<file path="config.mk">
export PLATFORM = sky130hd
export DESIGN_NAME = apmu_pmc_bank
export DESIGN_NICKNAME = d
export VERILOG_FILES = /design/src/rtl/apmu_ibex_pkg.sv /design/src/rtl/apmu_pmc_counter.sv /design/src/rtl/apmu_pmc_bank.sv
export SDC_FILE = /design/constraint.sdc
export NUM_CORES = 2
export LEC_CHECK = 0
export CAP_MARGIN = 30
export CORE_MARGIN = 3
export CORE_UTILIZATION = 35
export DETAILED_ROUTE_END_ITERATION = 8
export HOLD_SLACK_MARGIN = 0.1
export PLACE_DENSITY = 0.48
export REMOVE_ABC_BUFFERS = 1
export SYNTH_ARGS = -nofsm -noshare
export SYNTH_HDL_FRONTEND = slang
export SYNTH_SLANG_ARGS = --single-unit
</file>
<file path="constraint.sdc">
create_clock -name clk_i -period 18.8 [get_ports clk_i]
set_input_delay 3.76 -clock clk_i [delete_from_list [all_inputs] [get_ports clk_i]]
set_output_delay 3.76 -clock clk_i [all_outputs]
set_load 0.02 [all_outputs]
</file>
<file path="src/rtl/apmu_ibex_pkg.sv">
// Shared APMU/Ibex definitions for the performance-counter bank: dump FSM states,
// CSR field selects and bank sizing limits.
package apmu_ibex_pkg;

    localparam int PMC_MAX_COUNTERS = 29;
    localparam int PMC_EVSEL_W      = 5;

    typedef enum logic [1:0] {
        PMC_IDLE = 2'd0,
        PMC_REQ  = 2'd1,
        PMC_WFP  = 2'd2,
        PMC_WFO  = 2'd3
    } pmc_op_e;

    typedef enum logic [1:0] {
        PMC_SEL_LO  = 2'd0,
        PMC_SEL_HI  = 2'd1,
        PMC_SEL_EVT = 2'd2,
        PMC_SEL_INH = 2'd3
    } pmc_csr_sel_e;

    // Index width that stays legal for a single-counter bank.
    function automatic int pmc_idx_w(input int n);
        return (n > 1) ? $clog2(n) : 1;
    endfunction

endpackage

</file>
<file path="src/rtl/apmu_pmc_counter.sv">
// One performance counter with its event-select register and, when
// APMU_PMC_OVF_IRQ_EN is defined, an overflow-sticky bit.
module apmu_pmc_counter
    import apmu_ibex_pkg::*;
#(
    parameter int CounterWidth = 48,
    parameter int NumEvents    = 16
) (
    input  logic                    clk,
    input  logic                    rst,
    input  logic [NumEvents-1:0]    events,
    input  logic                    inhibit,
    input  logic                    we_lo,
    input  logic                    we_hi,
    input  logic                    we_evt,
    input  logic [31:0]             wdata,
    output logic [CounterWidth-1:0] count,
    output logic [CounterWidth-1:0] count_next,
    output logic [PMC_EVSEL_W-1:0]  evsel
`ifdef APMU_PMC_OVF_IRQ_EN
    ,
    output logic                    sticky
`endif
);

    logic [CounterWidth-1:0] count_reg;
    logic [PMC_EVSEL_W-1:0]  evsel_reg;
    logic [31:0]             event_pad;
    logic                    hit;

    // Zero-padding to 32 makes any select beyond NumEvents read a constant 0.
    assign event_pad = 32'(events);
    assign hit       = !inhibit && event_pad[evsel_reg];

    always_comb begin
        count_next = count_reg + CounterWidth'(hit);
        if (we_lo) begin
            count_next[31:0] = wdata;
        end
        if (we_hi) begin
            count_next[CounterWidth-1:32] = wdata[CounterWidth-33:0];
        end
    end

    always_ff @(posedge clk or posedge rst) begin
        if (rst) begin
            count_reg <= '0;
            evsel_reg <= '0;
        end else begin
            count_reg <= count_next;
            if (we_evt) begin
                evsel_reg <= wdata[PMC_EVSEL_W-1:0];
            end
        end
    end

    assign count = count_reg;
    assign evsel = evsel_reg;

`ifdef APMU_PMC_OVF_IRQ_EN
    logic sticky_reg;
    logic wrap;

    // A CSR write overrides the increment, so it can never be a wrap.
    assign wrap = hit && (&count_reg) && !we_lo && !we_hi;

    always_ff @(posedge clk or posedge rst) begin
        if (rst) begin
            sticky_reg <= 1'b0;
        end else if (we_lo || we_hi) begin
            sticky_reg <= 1'b0;
        end else if (wrap) begin
            sticky_reg <= 1'b1;
        end
    end

    assign sticky = sticky_reg;
`endif

endmodule

</file>
<file path="src/rtl/apmu_pmc_bank.sv">
// Bank of performance counters with CSR access, snapshot and streamed dump to the APMU.
// Optional overflow interrupt and sticky bits are enabled by defining APMU_PMC_OVF_IRQ_EN.
module apmu_pmc_bank
    import apmu_ibex_pkg::*;
#(
    parameter  int NumCounters  = 8,
    parameter  int CounterWidth = 48,
    parameter  int NumEvents    = 16,
    localparam int IdxW         = pmc_idx_w(NumCounters)
) (
    input  logic                    clk_i,
    input  logic                    rst_i,
    input  logic [NumEvents-1:0]    event_i,
    input  logic                    csr_we_i,
    input  logic [1:0]              csr_sel_i,
    input  logic [IdxW-1:0]         csr_idx_i,
    input  logic [31:0]             csr_wdata_i,
    output logic [31:0]             csr_rdata_o,
    input  logic                    dump_i,
    output logic                    pmc_req_o,
    input  logic                    pmc_gnt_i,
    output logic                    pmc_valid_o,
    input  logic                    pmc_ready_i,
    output logic [IdxW-1:0]         pmc_idx_o,
    output logic [CounterWidth-1:0] pmc_data_o,
    input  logic                    pmc_done_i,
    output logic [1:0]              pmc_state_o,
    output logic                    ovf_irq_o
);

    if (NumCounters < 1 || NumCounters > PMC_MAX_COUNTERS) begin : g_bad_num_counters
        $error("apmu_pmc_bank: NumCounters out of range");
    end
    if (CounterWidth < 33 || CounterWidth > 64) begin : g_bad_counter_width
        $error("apmu_pmc_bank: CounterWidth out of range");
    end
    if (NumEvents < 1 || NumEvents > 32) begin : g_bad_num_events
        $error("apmu_pmc_bank: NumEvents out of range");
    end

    pmc_csr_sel_e            sel;
    logic                    idx_ok;
    logic [NumCounters-1:0]  inhibit_reg;
    logic [CounterWidth-1:0] count_val   [NumCounters];
    logic [CounterWidth-1:0] count_nxt   [NumCounters];
    logic [CounterWidth-1:0] shadow_reg  [NumCounters];
    logic [PMC_EVSEL_W-1:0]  evsel_val   [NumCounters];
    logic [31:0]             inh_rdata;

    pmc_op_e                 state_reg;
    logic                    req_reg;
    logic                    valid_reg;
    logic [IdxW-1:0]         idx_reg;
    logic [IdxW-1:0]         idx_inc;
    logic                    last_word;
    logic [CounterWidth-1:0] data_reg;

    assign sel    = pmc_csr_sel_e'(csr_sel_i);
    assign idx_ok = (32'(csr_idx_i) < NumCounters);

`ifdef APMU_PMC_OVF_IRQ_EN
    logic [NumCounters-1:0] sticky_val;
    logic                   ovf_irq_reg;
`endif

    // Counters: CSR writes target exactly one in-range index.
    for (genvar gi = 0; gi < NumCounters; gi++) begin : g_counter
        logic hit_idx;
        assign hit_idx = csr_we_i && idx_ok && (csr_idx_i == IdxW'(gi));

        apmu_pmc_counter #(
            .CounterWidth (CounterWidth),
            .NumEvents    (NumEvents)
        ) u_counter (
            .clk        (clk_i),
            .rst        (rst_i),
            .events     (event_i),
            .inhibit    (inhibit_reg[gi]),
            .we_lo      (hit_idx && (sel == PMC_SEL_LO)),
            .we_hi      (hit_idx && (sel == PMC_SEL_HI)),
            .we_evt     (hit_idx && (sel == PMC_SEL_EVT)),
            .wdata      (csr_wdata_i),
            .count      (count_val[gi]),
            .count_next (count_nxt[gi]),
            .evsel      (evsel_val[gi])
`ifdef APMU_PMC_OVF_IRQ_EN
            ,
            .sticky     (sticky_val[gi])
`endif
        );
    end

    always_ff @(posedge clk_i or posedge rst_i) begin
        if (rst_i) begin
            inhibit_reg <= '1;
        end else if (csr_we_i && (sel == PMC_SEL_INH)) begin
            inhibit_reg <= csr_wdata_i[NumCounters-1:0];
        end
    end

`ifdef APMU_PMC_OVF_IRQ_EN
    // Sticky bits sit directly above the inhibit mask; bits past 31 are dropped.
    assign inh_rdata = 32'({sticky_val, inhibit_reg});

    always_ff @(posedge clk_i or posedge rst_i) begin
        if (rst_i) begin
            ovf_irq_reg <= 1'b0;
        end else begin
            ovf_irq_reg <= |(sticky_val & ~inhibit_reg);
        end
    end

    assign ovf_irq_o = ovf_irq_reg;
`else
    assign inh_rdata = 32'(inhibit_reg);
    assign ovf_irq_o = 1'b0;
`endif

    always_comb begin
        csr_rdata_o = '0;
        case (sel)
            PMC_SEL_LO:  if (idx_ok) csr_rdata_o = count_val[csr_idx_i][31:0];
            PMC_SEL_HI:  if (idx_ok) csr_rdata_o = 32'(count_val[csr_idx_i][CounterWidth-1:32]);
            PMC_SEL_EVT: if (idx_ok) csr_rdata_o = 32'(evsel_val[csr_idx_i]);
            PMC_SEL_INH: csr_rdata_o = inh_rdata;
            default:     csr_rdata_o = '0;
        endcase
    end

    // Snapshot captures the values the counters take at the trigger edge,
    // including any increment or CSR write happening in that cycle.
    always_ff @(posedge clk_i) begin
        if ((state_reg == PMC_IDLE) && dump_i) begin
            for (int k = 0; k < NumCounters; k++) begin
                shadow_reg[k] <= count_nxt[k];
            end
        end
    end

    assign idx_inc   = idx_reg + IdxW'(1);
    assign last_word = (idx_reg == IdxW'(NumCounters - 1));

    always_ff @(posedge clk_i or posedge rst_i) begin
        if (rst_i) begin
            state_reg <= PMC_IDLE;
            req_reg   <= 1'b0;
            valid_reg <= 1'b0;
            idx_reg   <= '0;
            data_reg  <= '0;
        end else begin
            case (state_reg)
                PMC_IDLE: begin
                    if (dump_i) begin
                        state_reg <= PMC_REQ;
                        req_reg   <= 1'b1;
                    end
                end
                PMC_REQ: begin
                    if (pmc_gnt_i) begin
                        state_reg <= PMC_WFP;
                        req_reg   <= 1'b0;
                        valid_reg <= 1'b1;
                        idx_reg   <= '0;
                        data_reg  <= shadow_reg[0];
                    end
                end
                PMC_WFP: begin
                    if (pmc_ready_i) begin
                        if (last_word) begin
                            state_reg <= PMC_WFO;
                            valid_reg <= 1'b0;
                            idx_reg   <= '0;
                            data_reg  <= '0;
                        end else begin
                            idx_reg   <= idx_inc;
                            data_reg  <= shadow_reg[idx_inc];
                        end
                    end
                end
                PMC_WFO: begin
                    if (pmc_done_i) begin
                        state_reg <= PMC_IDLE;
                    end
                end
                default: begin
                    state_reg <= PMC_IDLE;
                    req_reg   <= 1'b0;
                    valid_reg <= 1'b0;
                end
            endcase
        end
    end

    assign pmc_req_o   = req_reg;
    assign pmc_valid_o = valid_reg;
    assign pmc_idx_o   = idx_reg;
    assign pmc_data_o  = data_reg;
    assign pmc_state_o = state_reg;

endmodule

</file>
==> impl_metrics.py <==
metrics = {
    "outcome": {
        "status": "finished, final reports clean",
    },
    "floorplanning": {
        "chipWidth_um": 360.8,
        "floorplan.initialDensity": 0.3545,
        "design.core.area_sq_um": 124300,
        "dieArea_sq_um": 130200,
        "row_count": 129,
        "boundaryPins": 148,
        "fp.dieH_um": 360.8,
    },
    "synthesis": {
        "ys_async_sr_fraction": 0.5591,
        "synth_seq_area_share": 0.5386,
        "edff_count_synth": 384,
        "synth-seq-cells": 871,
        "ys_warn_count": 0,
        "post_synth.cell_area_avg_sq_um": 12.00,
        "synth_area_leaders": "dfrtp_1 (27%), edfxtp_1 (26%), mux4_2 (13%)",
        "synthDominantAreaCellType": "dfrtp_1",
        "yosys_most_used_dff": "dfrtp_1",
        "netlist_area_sq_um": 44060,
        "syn-instance-count": 3670,
        "netlist.area_leader.share": 0.2721,
        "synthDistinctLibCells": 57,
    },
    "cells_and_area": {
        "diodes": 0,
        "most-common-layout-cells": "dfrtp_1 (478), edfxtp_1 (384), nor2_1 (376)",
        "num-fill-cells": 11743,
        "area_delta_synth_final_pct": 15.30,
        "layout_commonest_cell": "dfrtp_1",
        "drive_above_1_share": 0.1576,
        "final_net_count": 3844,
        "multi_input_comb_area_sq_um": 19360,
        "regArea_sq_um": 23730,
    },
    "global_routing": {
        "grtUsageTotal": 0.2466,
        "grt_antenna_before_repair": 4,
        "grt_pass1_wl_um": 232900,
        "grt_pass1_vias": 30799,
        "grt_max_degree": 157,
        "globalRoute.totalOverflow": 0,
    },
    "worst_setup_path": {
        "path_class": "input port to output port",
        "critical_path.endpoint_type": "output port",
        "worstSetupStartpointType": "input port",
        "data_required_time_at_the_worst_endpoint_ps": 15040,
        "worst-r2r-cell-count": 12,
        "crit_fanout": 65,
        "timing.critical_path.arrival_ps": 7170,
    },
    "sta": {
        "setup-tns-final_ps": 0,
        "transition_at_the_pin_with_the_smallest_max_transition_slack_ps": 1082,
        "final.hold.worst_slack_ps": 482.2,
        "fin_skew_ps": 25.54,
        "slew_headroom": 0.2784,
        "fmax_ghz": 0.09153,
        "unrepaired_setup_endpoints_after_global_routing": "no",
        "final.min_clock_period_ps": 10930,
        "timing.final.max_slew_violations": 0,
        "finalCritPeriodShare": 0.5812,
        "report.final.setup_viol": 0,
        "hold_violations": 0,
    },
    "cts": {
        "cts_root_buffer": "clkbuf_16",
        "clock_sink_count": 871,
        "cts_buffer_depth": 3,
        "cts_max_level": 3,
        "post_cts_resize_count": 0,
        "cts_hold_buf": 0,
        "cts_made_buffers": 97,
        "clkTransAtPathRegs_ps": 60,
        "count_of_buffers_added_by_post_cts_timing_repair_for_setup": 0,
        "tritoncts": "built",
        "clk_latency_ps": 680,
    },
    "routing": {
        "detail_route.drc_violations": 0,
        "via_per_instance_ratio": 5.690,
        "drtPass1Iterations": 5,
        "final_routed_wirelength_um": 161900,
        "initialDrtViolationCount": 3137,
        "route.antenna.remaining_nets": 0,
        "via_count": 31195,
        "wl_per_cell_um": 29.53,
    },
    "placement": {
        "place_congestion": 0.8849,
        "port_buffer_cells": 146,
        "hpwl_after_dpl_um": 115100,
    },
    "power_and_ir_drop": {
        "total_power_w": 0.007105,
        "leakagePower_nw": 18.06,
        "ir_drop_uv": 89.02,
        "power_per_cell_area_nw_per_um2": 139.9,
    },
    "run": {
        "cap_viol_max_count": 0,
    },
    "min_path": {
        "min_path_type": "register to register",
        "hold-path-cell-count": 2,
    },
}
[layer usage]
| metal | track usage | vias to the layer above | routed length, um |
|---|---|---|---|
| li1 | - | 13673 | - |
| met2 | 0.3898 | 1216 | 74770 |
| met5 | 0 | - | 0 |
| met3 | 0.03761 | 191 | 10480 |
| met4 | 0.07612 | 0 | 5014 |
| met1 | 0.3507 | 16115 | 71630 |
[where the power goes]
part	internal (W)	total, W	switching (W)
sequential	0.00259	0.00313	0.000533
clock	0.00118	0.00201	0.000831
combinational	0.000879	0.00196	0.00109
[worst max-delay path, stage by stage]
cell	delay, ps
buf_6	450
buf_4	870
mux4_2	410
mux2i_1	530
o21ai_0	160
a211o_1	350
clkdlybuf4s50_1	550
[cells by family (layout without fill, tap and decap cells)]
group	count (synthesis)	count (layout)	share of synthesized area
XOR/XNOR	365	365	0.07256
adder cells (fa/ha/maj)	23	23	0.006532
buffers and inverters	277	452	0.02488
AO/OA/AOI/OAI	502	502	0.05811
multiplexers	397	397	0.1622
flip-flops	871	871	0.5386
AND/OR/NAND/NOR	1234	1234	0.1371
other	1	1	0.00008512
[final timing paths]
kind	slack, ps	from	to
worst max-delay path	7870	csr_idx_i[1]	csr_rdata_o[0]
worst min-delay path	480	pmc_data_o[47]	pmc_data_o[47]
worst max register to register	13750	g_counter[4].u_counter.evsel[0]	shadow_reg[4][42]
worst min register to register	480	pmc_data_o[47]	pmc_data_o[47]
max in group asynchronous	12920	rst_i	g_counter[3].u_counter.count[36]
min in group asynchronous	3570	rst_i	pmc_state_o[1]
[Yosys cell counts (all sizes together), types with 43 or more instances]
| cell | number |
|---|---|
| mux2 | 62 |
| nor3b | 57 |
| o21ai | 194 |
| nor2 | 379 |
| and3 | 60 |
| nor3 | 52 |
| nand2 | 297 |
| clkbuf | 177 |
| a21oi | 292 |
| mux2i | 88 |
| nand4 | 111 |
| and4 | 43 |
| edfxtp | 384 |
| xor2 | 185 |
| nand3 | 151 |
| buf | 59 |
| mux4 | 247 |
| xnor2 | 180 |
| dfrtp | 479 |
[per-stage QoR]
stage                     worst slack (ps)  instances  utilization  cell area [sq um]
after floorplan                       1462       3433            -              43110
after global placement                7935       5287       0.3806              47300
after detailed placement              7856       5297       0.3814              47400
after CTS                             7863       5480       0.4083              50750
after global routing                  7810       5482       0.4087              50800
final                                 7874       5482       0.4087              50800
[area by class of cell]
type | count | area share
Timing Repair Buffer | 229 | 0.04246
Clock inverter | 47 | 0.009507
Tap cell | 1637 | 0.04032
Inverter | 40 | 0.003103
Sequential cell | 871 | 0.4672
Multi-Input combinational cell | 2522 | 0.3812
Clock buffer | 136 | 0.05628
Power figures use the tool's default switching activity.
